[config.mk]
export PLATFORM = sky130hd
export DESIGN_NAME = wb_queue
export DESIGN_NICKNAME = d
export VERILOG_FILES = /design/src/rtl/wb_queue_pkg.sv /design/src/rtl/wb_fifo.sv /design/src/rtl/wb_queue.sv
export SDC_FILE = /design/constraint.sdc
export NUM_CORES = 1
export LEC_CHECK = 0
export BUFFER_PORTS_ARGS = -buffer_cell sky130_fd_sc_hd__buf_2
export CAP_MARGIN = 15
export CORE_MARGIN = 4
export CORE_UTILIZATION = 35
export DETAILED_ROUTE_END_ITERATION = 8
export MAX_ROUTING_LAYER = met4
export PLACE_DENSITY_LB_ADDON = 0.25
export SETUP_SLACK_MARGIN = 0.5
export SYNTH_ARGS = -nofsm -noshare
export SYNTH_HDL_FRONTEND = slang
export SYNTH_SLANG_ARGS = --single-unit
[constraint.sdc]
create_clock -name clk -period 13 [get_ports clk]
set_clock_uncertainty 0.15 [all_clocks]
set_input_delay 1.95 -clock clk [delete_from_list [all_inputs] [get_ports clk]]
set_output_delay 1.95 -clock clk [all_outputs]
set_load 0.01 [all_outputs]
[src/rtl/wb_queue_pkg.sv]
// Shared NPC constants for the writeback path.
// Supplies default data/index widths used by the register file and wb_queue.
package wb_queue_pkg;

  localparam int NPC_DATA_WIDTH  = 32;
  localparam int NPC_REG_NUM_BIT = 5;
  localparam int WB_DEPTH        = 4;

endpackage

[src/rtl/wb_fifo.sv]
// Writeback FIFO: entry storage, head/tail pointers and occupancy count.
// Ports: clk, rst, push/pop + push_rd/push_data in; count, head, tail,
// per-entry ent_valid/ent_rd/ent_data (flattened) out for match logic.
module wb_fifo
  import wb_queue_pkg::*;
#(
  parameter int DATA_WIDTH  = NPC_DATA_WIDTH,
  parameter int REG_NUM_BIT = NPC_REG_NUM_BIT,
  parameter int DEPTH       = WB_DEPTH,
  localparam int PTR_W      = $clog2(DEPTH),
  localparam int CNT_W      = PTR_W + 1
) (
  input  logic                         clk,
  input  logic                         rst,
  input  logic                         push,
  input  logic                         pop,
  input  logic [REG_NUM_BIT-1:0]       push_rd,
  input  logic [DATA_WIDTH-1:0]        push_data,
  output logic [CNT_W-1:0]             count,
  output logic [PTR_W-1:0]             head,
  output logic [PTR_W-1:0]             tail,
  output logic [DEPTH-1:0]             ent_valid,
  output logic [DEPTH*REG_NUM_BIT-1:0] ent_rd,
  output logic [DEPTH*DATA_WIDTH-1:0]  ent_data
);

  logic [REG_NUM_BIT-1:0] rd_q   [DEPTH];
  logic [DATA_WIDTH-1:0]  data_q [DEPTH];
  logic                   push_ok;
  logic                   pop_ok;

  assign push_ok = push && (count < CNT_W'(DEPTH));
  assign pop_ok  = pop && (count != '0);

  always_ff @(posedge clk) begin
    if (push_ok) begin
      rd_q[tail]   <= push_rd;
      data_q[tail] <= push_data;
    end
  end

  always_ff @(posedge clk) begin
    if (rst) begin
      head  <= '0;
      tail  <= '0;
      count <= '0;
    end else begin
      if (push_ok) tail <= tail + PTR_W'(1);
      if (pop_ok)  head <= head + PTR_W'(1);
      case ({push_ok, pop_ok})
        2'b10:   count <= count + CNT_W'(1);
        2'b01:   count <= count - CNT_W'(1);
        default: count <= count;
      endcase
    end
  end

  // Slot i is live when its distance from head is below the count.
  for (genvar i = 0; i < DEPTH; i++) begin : g_ent
    logic [PTR_W-1:0] off;
    assign off = PTR_W'(i) - head;
    assign ent_valid[i] = {1'b0, off} < count;
    assign ent_rd[i*REG_NUM_BIT +: REG_NUM_BIT] = rd_q[i];
    assign ent_data[i*DATA_WIDTH +: DATA_WIDTH] = data_q[i];
  end

endmodule

[src/rtl/wb_queue.sv]
// Writeback queue: buffers results, drains one RF write per cycle,
// and answers rs1/rs2 hazard queries with youngest-match forwarding.
module wb_queue
  import wb_queue_pkg::*;
#(
  parameter int DATA_WIDTH  = NPC_DATA_WIDTH,
  parameter int REG_NUM_BIT = NPC_REG_NUM_BIT,
  parameter int DEPTH       = WB_DEPTH
) (
  input  logic                   clk,
  input  logic                   rst,
  input  logic                   in_valid,
  output logic                   in_ready,
  input  logic [REG_NUM_BIT-1:0] in_rd,
  input  logic [DATA_WIDTH-1:0]  in_data,
  output logic                   rf_wen,
  output logic [REG_NUM_BIT-1:0] rf_waddr,
  output logic [DATA_WIDTH-1:0]  rf_wdata,
  input  logic [REG_NUM_BIT-1:0] qaddr_a,
  input  logic [REG_NUM_BIT-1:0] qaddr_b,
  output logic                   hit_a,
  output logic                   hit_b,
  output logic [DATA_WIDTH-1:0]  fwd_a,
  output logic [DATA_WIDTH-1:0]  fwd_b
);

  localparam int PTR_W = $clog2(DEPTH);
  localparam int CNT_W = PTR_W + 1;

  logic [CNT_W-1:0]             count;
  logic [PTR_W-1:0]             head;
  logic [PTR_W-1:0]             tail;
  logic [DEPTH-1:0]             ent_valid;
  logic [DEPTH*REG_NUM_BIT-1:0] ent_rd;
  logic [DEPTH*DATA_WIDTH-1:0]  ent_data;
  logic                         push;
  logic                         pop;

  logic [REG_NUM_BIT-1:0] e_rd   [DEPTH];
  logic [DATA_WIDTH-1:0]  e_data [DEPTH];

  for (genvar i = 0; i < DEPTH; i++) begin : g_unpack
    assign e_rd[i]   = ent_rd[i*REG_NUM_BIT +: REG_NUM_BIT];
    assign e_data[i] = ent_data[i*DATA_WIDTH +: DATA_WIDTH];
  end

  // Ready reflects occupancy before this edge's pop.
  assign in_ready = !rst && (count < CNT_W'(DEPTH));
  // Writes to x0 are swallowed without taking a slot.
  assign push     = in_valid && in_ready && (in_rd != '0);
  assign pop      = count != '0;

  assign rf_wen   = pop;
  assign rf_waddr = pop ? e_rd[head]   : '0;
  assign rf_wdata = pop ? e_data[head] : '0;

  wb_fifo #(
    .DATA_WIDTH (DATA_WIDTH),
    .REG_NUM_BIT(REG_NUM_BIT),
    .DEPTH      (DEPTH)
  ) u_fifo (
    .clk      (clk),
    .rst      (rst),
    .push     (push),
    .pop      (pop),
    .push_rd  (in_rd),
    .push_data(in_data),
    .count    (count),
    .head     (head),
    .tail     (tail),
    .ent_valid(ent_valid),
    .ent_rd   (ent_rd),
    .ent_data (ent_data)
  );

  logic [REG_NUM_BIT-1:0] qaddr [2];
  logic                   hit   [2];
  logic [DATA_WIDTH-1:0]  fwd   [2];

  assign qaddr[0] = qaddr_a;
  assign qaddr[1] = qaddr_b;

  // Walk from the newest slot (tail-1) back to the oldest;
  // the first live match is the youngest write to that register.
  for (genvar p = 0; p < 2; p++) begin : g_query
    logic [PTR_W-1:0] idx;
    always_comb begin
      hit[p] = 1'b0;
      fwd[p] = '0;
      idx    = '0;
      for (int k = 1; k <= DEPTH; k++) begin
        idx = tail - PTR_W'(k);
        if (!hit[p] && qaddr[p] != '0 && ent_valid[idx] &&
            e_rd[idx] == qaddr[p]) begin
          hit[p] = 1'b1;
          fwd[p] = e_data[idx];
        end
      end
    end
  end

  assign hit_a = hit[0];
  assign hit_b = hit[1];
  assign fwd_a = fwd[0];
  assign fwd_b = fwd[1];

endmodule

* Word-level counts from Yosys, hierarchy flattened
Memory sizes are Yosys's and may differ from the RTL's. Index checks and enable logic that the tools add are counted.
Storage, ports and cells: memories 2, input port bits 50, output and inout bits 105, flip-flop bits (word level) 7, memory bits (writable) 148, word-level logic and storage cells 142
Cells by class: reductions and logical operators 38, bitwise gates (word level) 5, mux-type cells 59, equality and inequality tests 10, magnitude comparators 14, add/subtract/negate cells 11
Memory list:
- u_fifo.data_q | words 4, bits a word 32, read ports 4, clocked after Yosys merged registers in 0, write ports 1, line wb_fifo.sv:28 | logic [DATA_WIDTH-1:0] data_q [DEPTH];
- u_fifo.rd_q | words 4, bits a word 5, read ports 4, clocked after Yosys merged registers in 0, write ports 1, line wb_fifo.sv:27 | logic [REG_NUM_BIT-1:0] rd_q [DEPTH];
Operator list (number):
- 32-bit two-way mux | 19
- 32-bit binary-select mux with 2-bit select | 5
- 5-bit two-way mux | 11
- 5-bit binary-select mux with 2-bit select | 5
- 5-bit equality test | 8
- 1-bit logical AND | 26
- 3-bit >= comparator, second input constant | 5
- 2-bit inverter with 3-bit output | 5
- 5-bit nonzero test | 3
- 1-bit two-way mux | 14
- 2-bit by 3-bit < comparator with 1-bit output | 4
- 2-bit by 3-bit < comparator with 1-bit output, second input constant | 4
- 1-bit binary-select mux with 2-bit select | 4
- 1-bit logical NOT | 7
- 3-bit one-hot mux with 2 select lines | 1
- 2-bit by 1-bit adder with 2-bit output, second input constant | 2
- 1-bit by 2-bit subtractor with 2-bit output, first input constant | 2
- 2-bit subtractor, first input constant | 2
- 2-bit subtractor, second input constant | 2
- 3-bit by 1-bit adder with 3-bit output, second input constant | 1
- 3-bit < comparator, second input constant | 1
- 3-bit nonzero test | 1
- 3-bit by 1-bit subtractor with 3-bit output, second input constant | 1
- 2-bit by 1-bit equality test with 1-bit output, second input constant | 1
- other kinds (3) | 3

* Logic depth before layout (Yosys ltp)
depth after elaboration 23, gate-level depth with buffers 16, gate-level depth less buffers 10

* Hierarchy
Synthesis repeated with hierarchy kept, for this count alone.
Second synthesis, totals: cell total of the unflattened synthesis 1194, area total of the unflattened synthesis 12172.9 um^2
By module, submodules not included:
- wb_queue | cells each 984, sequential area each 0.0 um^2, times used 1, area each 7189.4 um^2
- wb_fifo | cells each 210, sequential area each 4584.4 um^2, times used 1, area each 4983.5 um^2

* Worst setup path before layout
No wires, ideal clock.
path kind in2out, from input port qaddr_a[2], to output port fwd_a[30], path slack 6.734 ns, buffers on the path 3, cell stages on the path 11, arrival time 4.166 ns, data required time 10.900 ns, cell sequence clkbuf_1 nor3_1 a21oi_1 mux2i_1 or3_1 or3_1 buf_2 clkbuf_1 a211oi_1 a211oi_1 mux2i_1
Between the ends: cells in the longest elaborated chain, start to end 19, elaborated cells on any way between the ends 26, those cells by class eq/ne: 4; mux: 7; reduce/logical: 15
Ends and longest elaborated chain:
- start: declaration | line wb_queue.sv:19 | input logic [REG_NUM_BIT-1:0] qaddr_a,
- 5-bit nonzero test | line wb_queue.sv:93 | if (!hit[p] && qaddr[p] != '0 && ent_valid[idx] &&
- 1-bit logical AND (2 in series) | line wb_queue.sv:93
- 1-bit two-way mux | line wb_queue.sv:93
- 1-bit logical NOT | line wb_queue.sv:93
- 1-bit logical AND (3 in series) | line wb_queue.sv:93
- 1-bit two-way mux | line wb_queue.sv:93
- 1-bit logical NOT | line wb_queue.sv:93
- 1-bit logical AND (3 in series) | line wb_queue.sv:93
- 1-bit two-way mux | line wb_queue.sv:93
- 1-bit logical NOT | line wb_queue.sv:93
- 1-bit logical AND (3 in series) | line wb_queue.sv:93
- 32-bit two-way mux (*) | line wb_queue.sv:93
- end: declaration | line wb_queue.sv:23 | output logic [DATA_WIDTH-1:0] fwd_a,
Every way passes the cells marked *; elsewhere a longest branch is shown, timed or not.

* Final worst setup path
from register u_fifo.tail[0], to output port fwd_a[30]
Between the ends: cells in the longest elaborated chain, start to end 23, elaborated cells on any way between the ends 64, those cells by class add/sub: 3; eq/ne: 4; mux: 39; bitwise: 4; reduce/logical: 14
Ends and longest elaborated chain:
- start: declaration | line wb_fifo.sv:21 | output logic [PTR_W-1:0] tail,
- start signal: assignment | line wb_fifo.sv:48 | if (push_ok) tail <= tail + PTR_W'(1);
- 2-bit by 1-bit subtractor with 2-bit output | line wb_queue.sv:92 | idx = tail - PTR_W'(k);
- 2-bit inverter with 3-bit output (not written as such) | line wb_queue.sv:94, wb_queue.sv:96
- 5-bit binary-select mux with 2-bit select | line wb_queue.sv:94 | e_rd[idx] == qaddr[p]) begin
- 5-bit two-way mux (not written as such) (2 in series) | line wb_queue.sv:94
- 5-bit equality test | line wb_queue.sv:94
- 1-bit logical AND | line wb_queue.sv:93
- 1-bit two-way mux | line wb_queue.sv:93
- 1-bit logical NOT | line wb_queue.sv:93
- 1-bit logical AND (3 in series) | line wb_queue.sv:93
- 1-bit two-way mux | line wb_queue.sv:93
- 1-bit logical NOT | line wb_queue.sv:93
- 1-bit logical AND (3 in series) | line wb_queue.sv:93
- 1-bit two-way mux | line wb_queue.sv:93
- 1-bit logical NOT | line wb_queue.sv:93
- 1-bit logical AND (3 in series) | line wb_queue.sv:93
- 32-bit two-way mux (*) | line wb_queue.sv:93
Every way passes the cells marked *; elsewhere a longest branch is shown, timed or not. The select of a mux whose other input is x is not followed.

==> impl_metrics.json <==
{
  "gp_congestion": 0.939,
  "synth_top_cell_by_area": "edfxtp_1",
  "cts_resized": 0,
  "cp.required_ps": 10900,
  "port_buffers": 154,
  "grt_pass1_vias": 10648,
  "status": "complete, no violations",
  "ant_nets": 0,
  "syn2layout_area_growth_pct": 12.9,
  "cts_htree_levels": 4,
  "synth_top_area_share_pct": 34.9,
  "layout_commonest_cell": "buf_2",
  "setup_tns_ps": 0,
  "fp.dieH_um": 199,
  "nFillCells": 3506,
  "startpoint_type": "register",
  "cts_buffer_depth": 2,
  "ys_types": 60,
  "mostFrequentLayoutCells": "buf_2 (154), edfxtp_1 (148), o21ai_0 (105)",
  "fin_crit_ps": 8490,
  "fp.coreArea_mm2": 0.0357,
  "post-route-period-util_pct": 65.3,
  "wire_per_inst_um": 23.5,
  "die_w_um": 199,
  "fin_cells": 1818,
  "reg2reg_depth": 5,
  "ys_top_cells_by_area": "edfxtp_1 (35%), mux2_2 (8.6%), mux4_2 (8.0%)",
  "wl_mm": 42.7,
  "power_density_mw_per_mm2": 148,
  "drv_cap": 0,
  "slew_headroom_pct": 21.8,
  "grt_start_max_net_pins": 100,
  "dr.pass1.iters": 5,
  "drv_slew": 0,
  "cts_buffers": 17,
  "clk_latency_ps": 430,
  "drt_iter0_drc": 852,
  "yosysWarnings": 0,
  "worst_slew_pin_slew_ps": 1170,
  "synth_edf_count": 148,
  "synthCells": 1274,
  "grt_pass1_wl_mm": 64.8,
  "synth_area_mm2": 0.0127,
  "cts_tree": "built",
  "cp-end-kind": "output pin",
  "vias": 10786,
  "placedCellCount": 1782,
  "crit_type": "reg -> out",
  "max_freq_mhz": 118,
  "track_usage_pct": 22.0,
  "vdd_drop_max_v": 0.0000973,
  "synth-seq-cells": 155,
  "clkTransAtPathRegs_ps": 60,
  "synth_area_per_cell_um2": 10.0,
  "die_area_mm2": 0.0395,
  "grt_overflow": 0,
  "postCtsHoldBufs": 0,
  "setup_viol": 0,
  "io_pins": 155,
  "p_leak_nw": 4.87,
  "synth_flop_cell": "edfxtp_1",
  "hold_depth": 2,
  "holdCritPathClass": "reg -> reg",
  "cts_setup_buffers": 0,
  "drcViolationCount": 0,
  "place_hpwl_mm": 29.2,
  "rows": 69,
  "total_power_mw": 2.14,
  "cts_root_buffer": "clkbuf_16",
  "cp_max_fo": 73,
  "via_per_inst": 5.93,
  "ys_async_sr_fraction_pct": 0,
  "rsz0062_at_grt": "false",
  "r2r_slack_ps": 8990,
  "arrival_ps": 6390,
  "hold_violations": 0,
  "drive_gt1_share_pct": 29.5,
  "start_util_pct": 35.7,
  "antenna_found_initial": 3,
  "fin_nets": 1401,
  "syn_nets": 1334,
  "ys_seq_area_share_pct": 36.0,
  "cts_sinks": 155
}
==> synth_stat cells, types with 14 or more instances <==
| cell | number |
|---|---|
| edfxtp_1 | 148 |
| o21ai_0 | 105 |
| mux2_2 | 97 |
| nor2_1 | 94 |
| clkbuf_1 | 83 |
| nand2_1 | 82 |
| nor3_1 | 70 |
| mux2i_1 | 64 |
| a21oi_1 | 52 |
| mux4_2 | 45 |
| and2_1 | 43 |
| inv_1 | 40 |
| o32ai_1 | 33 |
| o221ai_1 | 31 |
| o22a_1 | 31 |
| o22ai_2 | 30 |
| xnor2_1 | 30 |
| buf_2 | 23 |
| a31oi_1 | 19 |
| a2bb2oi_1 | 17 |
| buf_1 | 14 |
==> routing by layer <==
| layer | routed length, µm | part of all wire (%) | GRT usage, % | vias up |
|---|---|---|---|---|
| met1 | 19000 | 44 | 29.4 | 5319 |
| met3 | 2340 | 5.5 | 2.91 | 62 |
| met4 | 1210 | 2.8 | 7.70 | 0 |
| met2 | 20100 | 47 | 34.7 | 375 |
| met5 | 0 | 0 | - | - |
| li1 | - | - | - | 5030 |
==> flip-flops by register name, indices dropped and copies added, names as in the netlist <==
| signal | cells |
|---|---|
| u_fifo.count | 3 |
| u_fifo.data_q | 128 |
| u_fifo.head | 2 |
| u_fifo.rd_q | 20 |
| u_fifo.tail | 2 |
==> final timing paths <==
kind | startpoint | end
max | u_fifo.tail[0] | fwd_a[30]
min | u_fifo.count[1] | u_fifo.count[1]
max reg2reg | u_fifo.tail[0] | u_fifo.data_q[3][24]
min reg2reg | u_fifo.count[1] | u_fifo.count[1]
==> critical path: stages (launching register included) <==
cell,delay (ps)
dfxtp_4,590
buf_4,790
buf_4,880
mux4_2,690
or3_1,370
a211oi_1,280
o21ai_1,100
buf_4,230
o32ai_4,110
buf_4,560
or3b_2,230
buf_4,530
mux2i_1,290
buf_2,170
==> cells by family after synthesis <==
group	share of synthesized area, %
AO/OA/AOI/OAI	20.9
AND/OR/NAND/NOR	11.8
multiplexers	21.7
buffers and inverters	5.73
flip-flops	36.0
XOR/XNOR	2.89
adder cells (fa/ha/maj)	1.04
==> per-stage QoR <==
stage	worst slack (ps)	utilization, %	hold slack, ps	area (µm²)
3_3_place_gp	5000	38.4	338	13700
5_1_grt	4030	40.3	384	14400
6_report	4510	40.3	357	14400
4_1_cts	4340	40.2	360	14400
2_1_floorplan	6730	-	322	12700
3_5_place_dp	4860	38.4	346	13700
==> area by class of cell <==
class	instances	area [µm²]	area share, %
inverters	41	154	1.07
well taps	461	577	4.01
flip-flops and latches	155	4600	31.9
repair buffers	176	948	6.59
clock buffers	19	433	3.01
multi-input cells	950	7480	52.0
clock inverters	13	195	1.36
diodes	3	7.51	0.0522
==> report_power, final <==
group | total, mW | internal, mW | switching (mW)
sequential | 0.637 | 0.574 | 0.0627
clock | 0.534 | 0.323 | 0.211
combinational | 0.965 | 0.394 | 0.571
total | 2.14 | 1.29 | 0.845
No activity file was read; power rests on OpenSTA's default activity.
